File: src/rtl/spu_issue_queue_pkg.sv
// ---------------------------------------------------------------------------
// spu_issue_queue_pkg
// Shared types for the special-purpose-op issue queue and its neighbours
// (dispatch, SPU, commit).
//   - PHY_REG_W / ROB_W : physical tag and ROB index widths
//   - spu_op_t          : special-purpose operation encoding
//   - decoded_inst_t    : decoded op as delivered by dispatch
//   - spu_iq_entry_t    : one queue slot (valid, op, ROB slot, tags, ready bits)
//   - issue_to_execute_bus_t : payload handed to the SPU
//   - is_spu_serializing(): ops that must wait to be oldest in the ROB
// ---------------------------------------------------------------------------
package spu_issue_queue_pkg;

    localparam int PHY_REG_W = 6;
    localparam int ROB_W     = 4;

    typedef logic [PHY_REG_W-1:0] reg_addr_t;
    typedef logic [ROB_W-1:0]     rob_idx_t;

    typedef enum logic [4:0] {
        SPU_OP_NONE  = 5'd0,
        SPU_OP_MFC0  = 5'd1,
        SPU_OP_MTC0  = 5'd2,
        SPU_OP_ERET  = 5'd3,
        SPU_OP_TLBP  = 5'd4,
        SPU_OP_TLBR  = 5'd5,
        SPU_OP_TLBWI = 5'd6,
        SPU_OP_CACHE = 5'd7,
        SPU_OP_TEQ   = 5'd8,
        SPU_OP_TNE   = 5'd9,
        SPU_OP_TGE   = 5'd10,
        SPU_OP_TLT   = 5'd11
    } spu_op_t;

    typedef struct packed {
        spu_op_t     operation;
        logic [15:0] imm;
    } decoded_inst_t;

    typedef struct packed {
        logic          valid;
        decoded_inst_t inst;
        rob_idx_t      rob_entry_num;
        reg_addr_t     phy_dest;
        reg_addr_t     src1_tag;
        reg_addr_t     src2_tag;
        logic          src1_ready;
        logic          src2_ready;
    } spu_iq_entry_t;

    typedef struct packed {
        decoded_inst_t inst;
        rob_idx_t      rob_entry_num;
        reg_addr_t     phy_dest;
        logic [31:0]   src1_value;
        logic [31:0]   src2_value;
    } issue_to_execute_bus_t;

    // CP0/TLB/cache ops touch architectural state that younger ops may
    // depend on, so they only run once everything older has committed.
    // Traps only read GPRs and are left out.
    function automatic logic is_spu_serializing(input spu_op_t op);
        case (op)
            SPU_OP_MFC0, SPU_OP_MTC0, SPU_OP_ERET,
            SPU_OP_TLBP, SPU_OP_TLBR, SPU_OP_TLBWI,
            SPU_OP_CACHE: is_spu_serializing = 1'b1;
            default:      is_spu_serializing = 1'b0;
        endcase
    endfunction

endpackage

File: src/rtl/spu_issue_queue_wakeup_match.sv
// ---------------------------------------------------------------------------
// spu_iq_wakeup_match
// Compares one source tag against every writeback wakeup port.
//   tag      in  source tag under test
//   wb_valid in  per-port wakeup valid
//   wb_tag   in  per-port wakeup tags, port i at [i*PHY_REG_W +: PHY_REG_W]
//   hit      out tag is (or becomes) available this cycle
// Tag 0 is the hardwired zero register and always reports a hit.
// ---------------------------------------------------------------------------
module spu_iq_wakeup_match
    import spu_issue_queue_pkg::*;
#(
    parameter int WB_PORTS = 4
) (
    input  reg_addr_t                     tag,
    input  logic [WB_PORTS-1:0]           wb_valid,
    input  logic [WB_PORTS*PHY_REG_W-1:0] wb_tag,
    output logic                          hit
);

    logic [WB_PORTS-1:0] port_hit;

    generate
        for (genvar gi = 0; gi < WB_PORTS; gi++) begin : g_port
            assign port_hit[gi] = wb_valid[gi] &&
                                  (wb_tag[gi*PHY_REG_W +: PHY_REG_W] == tag);
        end
    endgenerate

    assign hit = (tag == '0) || (|port_hit);

endmodule

File: src/rtl/spu_issue_queue.sv
// ---------------------------------------------------------------------------
// spu_issue_queue
// In-order issue queue for special-purpose ops (CP0 moves, ERET, TLB ops,
// CACHE, traps) between rename/dispatch and the SPU. Tracks operand
// readiness from writeback wakeups and reads the RF for the head entry.
//
// Ports
//   clk, reset            clock; synchronous active-high reset
//   flush                 synchronous clear of the whole queue
//   enq_*                 dispatch side (valid/ready, op, ROB slot, tags)
//   wb_valid, wb_tag      writeback wakeup broadcast
//   rob_head_num          oldest uncommitted ROB entry
//   rf_raddr1/2, rf_rdata1/2  physical RF read for the head op
//   issue_valid, spu_ready, issue_inst  SPU side
//
// Configuration
//   SPU_IQ_SERIALIZE_ALL_EN : when defined every op (traps included) waits
//   for the ROB head before issuing; otherwise only is_spu_serializing ops.
// ---------------------------------------------------------------------------
module spu_issue_queue
    import spu_issue_queue_pkg::*;
#(
    parameter int DEPTH    = 4,
    parameter int WB_PORTS = 4
) (
    input  logic                          clk,
    input  logic                          reset,
    input  logic                          flush,

    input  logic                          enq_valid,
    output logic                          enq_ready,
    input  decoded_inst_t                 enq_inst,
    input  rob_idx_t                      enq_rob_entry_num,
    input  reg_addr_t                     enq_phy_dest,
    input  reg_addr_t                     enq_src1_tag,
    input  reg_addr_t                     enq_src2_tag,
    input  logic                          enq_src1_ready,
    input  logic                          enq_src2_ready,

    input  logic [WB_PORTS-1:0]           wb_valid,
    input  logic [WB_PORTS*PHY_REG_W-1:0] wb_tag,

    input  rob_idx_t                      rob_head_num,

    output reg_addr_t                     rf_raddr1,
    output reg_addr_t                     rf_raddr2,
    input  logic [31:0]                   rf_rdata1,
    input  logic [31:0]                   rf_rdata2,

    output logic                          issue_valid,
    input  logic                          spu_ready,
    output issue_to_execute_bus_t         issue_inst
);

    localparam int PTR_W = $clog2(DEPTH);
    localparam int CNT_W = PTR_W + 1;
    localparam logic [CNT_W-1:0] FULL_CNT = CNT_W'(DEPTH);

    spu_iq_entry_t    entries_q [DEPTH];
    spu_iq_entry_t    entries_d [DEPTH];
    logic [PTR_W-1:0] head_q, head_d;
    logic [PTR_W-1:0] tail_q, tail_d;
    logic [CNT_W-1:0] count_q, count_d;

    logic [DEPTH-1:0] src1_hit;
    logic [DEPTH-1:0] src2_hit;
    logic             enq_src1_hit;
    logic             enq_src2_hit;

    spu_iq_entry_t    head_entry;
    spu_iq_entry_t    new_entry;
    logic             needs_rob_head;
    logic             enq_fire;
    logic             deq_fire;

    // Wakeup comparators: one pair per stored entry plus one pair for the
    // incoming op so a same-cycle broadcast is not lost at enqueue.
    generate
        for (genvar gi = 0; gi < DEPTH; gi++) begin : g_entry_match
            spu_iq_wakeup_match #(.WB_PORTS(WB_PORTS)) u_src1 (
                .tag      (entries_q[gi].src1_tag),
                .wb_valid (wb_valid),
                .wb_tag   (wb_tag),
                .hit      (src1_hit[gi])
            );
            spu_iq_wakeup_match #(.WB_PORTS(WB_PORTS)) u_src2 (
                .tag      (entries_q[gi].src2_tag),
                .wb_valid (wb_valid),
                .wb_tag   (wb_tag),
                .hit      (src2_hit[gi])
            );
        end
    endgenerate

    spu_iq_wakeup_match #(.WB_PORTS(WB_PORTS)) u_enq_src1 (
        .tag      (enq_src1_tag),
        .wb_valid (wb_valid),
        .wb_tag   (wb_tag),
        .hit      (enq_src1_hit)
    );

    spu_iq_wakeup_match #(.WB_PORTS(WB_PORTS)) u_enq_src2 (
        .tag      (enq_src2_tag),
        .wb_valid (wb_valid),
        .wb_tag   (wb_tag),
        .hit      (enq_src2_hit)
    );

    assign head_entry = entries_q[head_q];

`ifdef SPU_IQ_SERIALIZE_ALL_EN
    assign needs_rob_head = 1'b1;
`else
    assign needs_rob_head = is_spu_serializing(head_entry.inst.operation);
`endif

    // Issue uses registered state only, keeping spu_ready and wakeups off
    // the issue_valid / enq_ready paths.
    assign issue_valid = head_entry.valid &&
                         head_entry.src1_ready && head_entry.src2_ready &&
                         (!needs_rob_head ||
                          (head_entry.rob_entry_num == rob_head_num));

    assign enq_ready = (count_q != FULL_CNT);
    assign enq_fire  = enq_valid && enq_ready;
    assign deq_fire  = issue_valid && spu_ready;

    assign rf_raddr1 = head_entry.src1_tag;
    assign rf_raddr2 = head_entry.src2_tag;

    always_comb begin
        issue_inst = '0;
        if (head_entry.valid) begin
            issue_inst.inst          = head_entry.inst;
            issue_inst.rob_entry_num = head_entry.rob_entry_num;
            issue_inst.phy_dest      = head_entry.phy_dest;
            issue_inst.src1_value    = rf_rdata1;
            issue_inst.src2_value    = rf_rdata2;
        end
    end

    always_comb begin
        new_entry               = '0;
        new_entry.valid         = 1'b1;
        new_entry.inst          = enq_inst;
        new_entry.rob_entry_num = enq_rob_entry_num;
        new_entry.phy_dest      = enq_phy_dest;
        new_entry.src1_tag      = enq_src1_tag;
        new_entry.src2_tag      = enq_src2_tag;
        new_entry.src1_ready    = enq_src1_ready || enq_src1_hit;
        new_entry.src2_ready    = enq_src2_ready || enq_src2_hit;
    end

    always_comb begin
        entries_d = entries_q;
        head_d    = head_q;
        tail_d    = tail_q;
        count_d   = count_q;

        // Ready bits are sticky until the entry leaves the queue.
        for (int i = 0; i < DEPTH; i++) begin
            if (entries_q[i].valid) begin
                if (src1_hit[i]) entries_d[i].src1_ready = 1'b1;
                if (src2_hit[i]) entries_d[i].src2_ready = 1'b1;
            end
        end

        // Head and tail can only coincide when empty (no deq) or full
        // (no enq), so these two writes never target the same slot.
        if (deq_fire) begin
            entries_d[head_q] = '0;
            head_d            = head_q + PTR_W'(1);
        end
        if (enq_fire) begin
            entries_d[tail_q] = new_entry;
            tail_d            = tail_q + PTR_W'(1);
        end

        case ({enq_fire, deq_fire})
            2'b10:   count_d = count_q + CNT_W'(1);
            2'b01:   count_d = count_q - CNT_W'(1);
            default: count_d = count_q;
        endcase

        // Flush overrides any enqueue/dequeue in the same cycle.
        if (flush) begin
            for (int i = 0; i < DEPTH; i++) begin
                entries_d[i] = '0;
            end
            head_d  = '0;
            tail_d  = '0;
            count_d = '0;
        end
    end

    always_ff @(posedge clk) begin
        if (reset) begin
            for (int i = 0; i < DEPTH; i++) begin
                entries_q[i] <= '0;
            end
            head_q  <= '0;
            tail_q  <= '0;
            count_q <= '0;
        end else begin
            entries_q <= entries_d;
            head_q    <= head_d;
            tail_q    <= tail_d;
            count_q   <= count_d;
        end
    end

endmodule

File: config.mk
export PLATFORM = sky130hd
export DESIGN_NAME = spu_issue_queue
export DESIGN_NICKNAME = d
export VERILOG_FILES = /design/src/rtl/spu_issue_queue_pkg.sv /design/src/rtl/spu_issue_queue_wakeup_match.sv /design/src/rtl/spu_issue_queue.sv
export SDC_FILE = /design/constraint.sdc
export NUM_CORES = 1
export LEC_CHECK = 0
export CAP_MARGIN = 20
export CORE_ASPECT_RATIO = 1.75
export CORE_UTILIZATION = 25
export DETAILED_ROUTE_END_ITERATION = 7
export GPL_TIMING_DRIVEN = 0
export PLACE_DENSITY_LB_ADDON = 0.05
export SYNTH_ARGS = -nofsm -noshare
export SYNTH_HDL_FRONTEND = slang
export SYNTH_SLANG_ARGS = --single-unit
File: constraint.sdc
create_clock -name clk -period 4.4 [get_ports clk]
set_clock_uncertainty 0.05 [all_clocks]
set_input_delay 0.66 -clock clk [delete_from_list [all_inputs] [get_ports clk]]
set_output_delay 0.66 -clock clk [all_outputs]
set_load 0.02 [all_outputs]
==> flow_summary.yaml <==
sta:
  fin_crit_sh: 0.926
  slew_headroom: 0.210
  setup_viol: 0
  fmax_mhz: 246
  drv_slew: 0
  whs_ns: 0.412
  hold_viol: 0
  worst_slew_pin_slew_ns: 1.19
  rsz0062_at_grt: "no"
  tns_ns: 0
  fin_crit_ns: 4.07
synthesis:
  ys_types: 44
  ys_warn_count: 0
  async_flop_share: 0
  syn_inst: 1494
  postSynthAreaPerCell_um2: 8.12
  synth_edf_count: 0
  ys_seq_area_frac: 0.315
  synth_seq_cells: 191
  syn-cell-area_um2: 12100
  syn-num-nets: 1650
  synthFlopType: "dfxtp_1"
pwr:
  power_density_nw_per_um2: 261
  ir_drop_mv: 0.296
  p_leak_uw: 0.00506
final_layout:
  area_growth_pct: 29.8
  final_util: 0.329
  final_common_cell: "clkdlybuf4s50_1"
  drive_gt1_frac: 0.0653
  insertedDiodeCount: 0
  fin_cells: 2393
  num-nets-final: 1888
  final_cell_mix: "clkdlybuf4s50_1, dfxtp_1, nand2_1, a21oi_1, nand3_1"
clocking:
  cts_buffers: 17
  cts_tree: "yes"
  clkSinkCount: 191
  hold_buffers: 0
  clock_path_buffers: 2
  clk_pin_slew_ns: 0.07
  cts_root_buf: "clkbuf_16"
  clk_latency_ns: 0.46
  htreeDepth: 4
critical_path:
  ff2ff_path_depth: 11
  r2r_end: "count_q[2]$_SDFFE_PP0P_"
  critPathCaptureType: "output port"
  worstPathMaxFanout: 10
  worstSetupPathType: "flop to output port"
  rrSetupSlack_ns: 0.69
  cp.arrival_ns: 3.36
  r2r-start: "head_q[1]$_SDFFE_PP0N_"
  worstPathRequired_ns: 3.69
  cp-start-kind: "flop"
global_routing:
  grt_pass1_vias: 11900
  overflow: 0
  grt_max_degree: 17
  grt_pass1_wl_mm: 81.8
  grt_usage: 0.229
  antenna_found_initial: 0
drt:
  dr_total_vias: 12000
  wl_per_cell_um: 23.7
  drt_drc_violations_left: 0
  drt_iter0_drc: 671
  viasPerCell: 5.03
  firstDrtPassIters: 5
  ant_nets: 0
  drt_wl_total_mm: 56.7
die:
  die_width_um: 169
  die_area_um2: 49500
  die_y_um: 293
  rows: 106
  start_util: 0.253
  ios: 255
  coreArea_um2: 47900
placement:
  port_buffers: 216
  dp.cells: 2360
  place_hpwl_mm: 43.0
  globalplace.congestion: 0.862
run:
  max-cap-violations: 0
hold_path:
  whs_path_depth: 2
  hp-class: "flop to flop"
  worstHoldStart: "entries_q[35]$_SDFF_PP0_"
  holdPathEnd: "entries_q[35]$_SDFF_PP0_"
status:
  status: "finished clean"
## repair_timing
item / CTS / global route
setup buffers: 1 / 0
setup endpoints to repair: 31 / 41
pin swaps: 1 / 0
gates resized for setup: 3 / 3
## synth_stat cells (3+ instances only)
library cell	number	area share
dfxtp_1	191	0.32
nand2_1	190	0.059
a21oi_1	181	0.075
nand3_1	173	0.071
clkbuf_1	145	0.045
xor2_1	123	0.089
xnor2_1	121	0.087
and2_1	96	0.049
mux4_2	45	0.084
nor4_1	41	0.021
nand4_1	38	0.020
nor2_1	22	0.0068
buf_1	19	0.0059
buf_2	15	0.0062
ha_1	9	0.0093
inv_1	8	0.0025
nor3_1	7	0.0029
o41ai_1	6	0.0043
buf_6	5	0.0046
o21ai_0	5	0.0021
and3_1	4	0.0021
o211ai_1	4	0.0025
o211ai_4	4	0.0070
o22ai_1	4	0.0021
o41a_1	4	0.0037
or3_1	4	0.0021
a31oi_1	3	0.0015
mux2i_1	3	0.0025
o31ai_1	3	0.0019
or4_1	3	0.0019
## layer usage
layer | vias to the layer above | track usage | share of wire
li1 | 5581 | - | -
met1 | 5829 | 0.240 | 0.37
met2 | 505 | 0.437 | 0.54
met3 | 122 | 0.0338 | 0.048
met4 | 0 | 0.115 | 0.047
met5 | - | 0 | 0
## logic make-up (layout without fill, tap and decap cells)
group                      count (synthesis)  after routing  synth area share
AOI/OAI and AO/OA                        224            224             0.107
xor gates and xnor gates                 244            244             0.176
adders and majority gates                 10             10            0.0109
buffers and inverters                    193            444            0.0646
DFF                                      191            191             0.315
muxes                                     48             48            0.0860
and+or+nand+nor                          584            584             0.240
## critical path, stage by stage (launching register included)
cell and delay, ns:
dfxtp_1 0.38, buf_2 0.33, buf_2 0.38, clkbuf_1 0.66, mux4_2 0.42, and2_1 0.18
clkdlybuf4s50_1 0.54
## worst max path at each step
stage | start | endpoint | slack [ns] | depth (start not counted)
global route | head_q[1]$_SDFFE_PP0N_ | issue_inst[89] | 0.20 | 6
finish | head_q[1]$_SDFFE_PP0N_ | issue_inst[87] | 0.33 | 6
global placement | head_q[0]$_SDFFE_PP0N_ | issue_valid | 0.38 | 7
floorplan | head_q[0]$_SDFFE_PP0N_ | issue_valid | 1.23 | 6
CTS | head_q[1]$_SDFFE_PP0N_ | issue_inst[72] | 0.01 | 7
detailed placement | head_q[1]$_SDFFE_PP0N_ | issue_inst[72] | 0.36 | 7
## area by class of cell
class / count / area, µm²
buffer: 184 / 756
clock buffer: 21 / 470
clock inverter: 11 / 126
fill: 5061 / 32100
inverter: 8 / 30.0
multi-input combinational: 1110 / 7530
sequential: 191 / 3820
tap: 648 / 811
timing repair buffer: 220 / 2200
## sequential cells by signal (all words and copies together), names as in the netlist
register   count
head_q         2
count_q        3
tail_q         2
entries_q    184
## power breakdown
group	switching [µW]	internal (µW)
sequential	11.8	1750
combinational	409	280
clock	766	891
total	1190	2920
## through the flow
step | power [µW] | area, µm² | setup WS (ns)
after global routing | 4240 | 15700 | 0.205
after floorplan | 2160 | 12100 | 1.23
after detailed placement | 2490 | 15100 | 0.360
after global placement | 2480 | 15100 | 0.383
after CTS | 4140 | 15700 | 0.00956
final | 4100 | 15700 | 0.327
No activity file was read; power rests on OpenSTA's default activity.
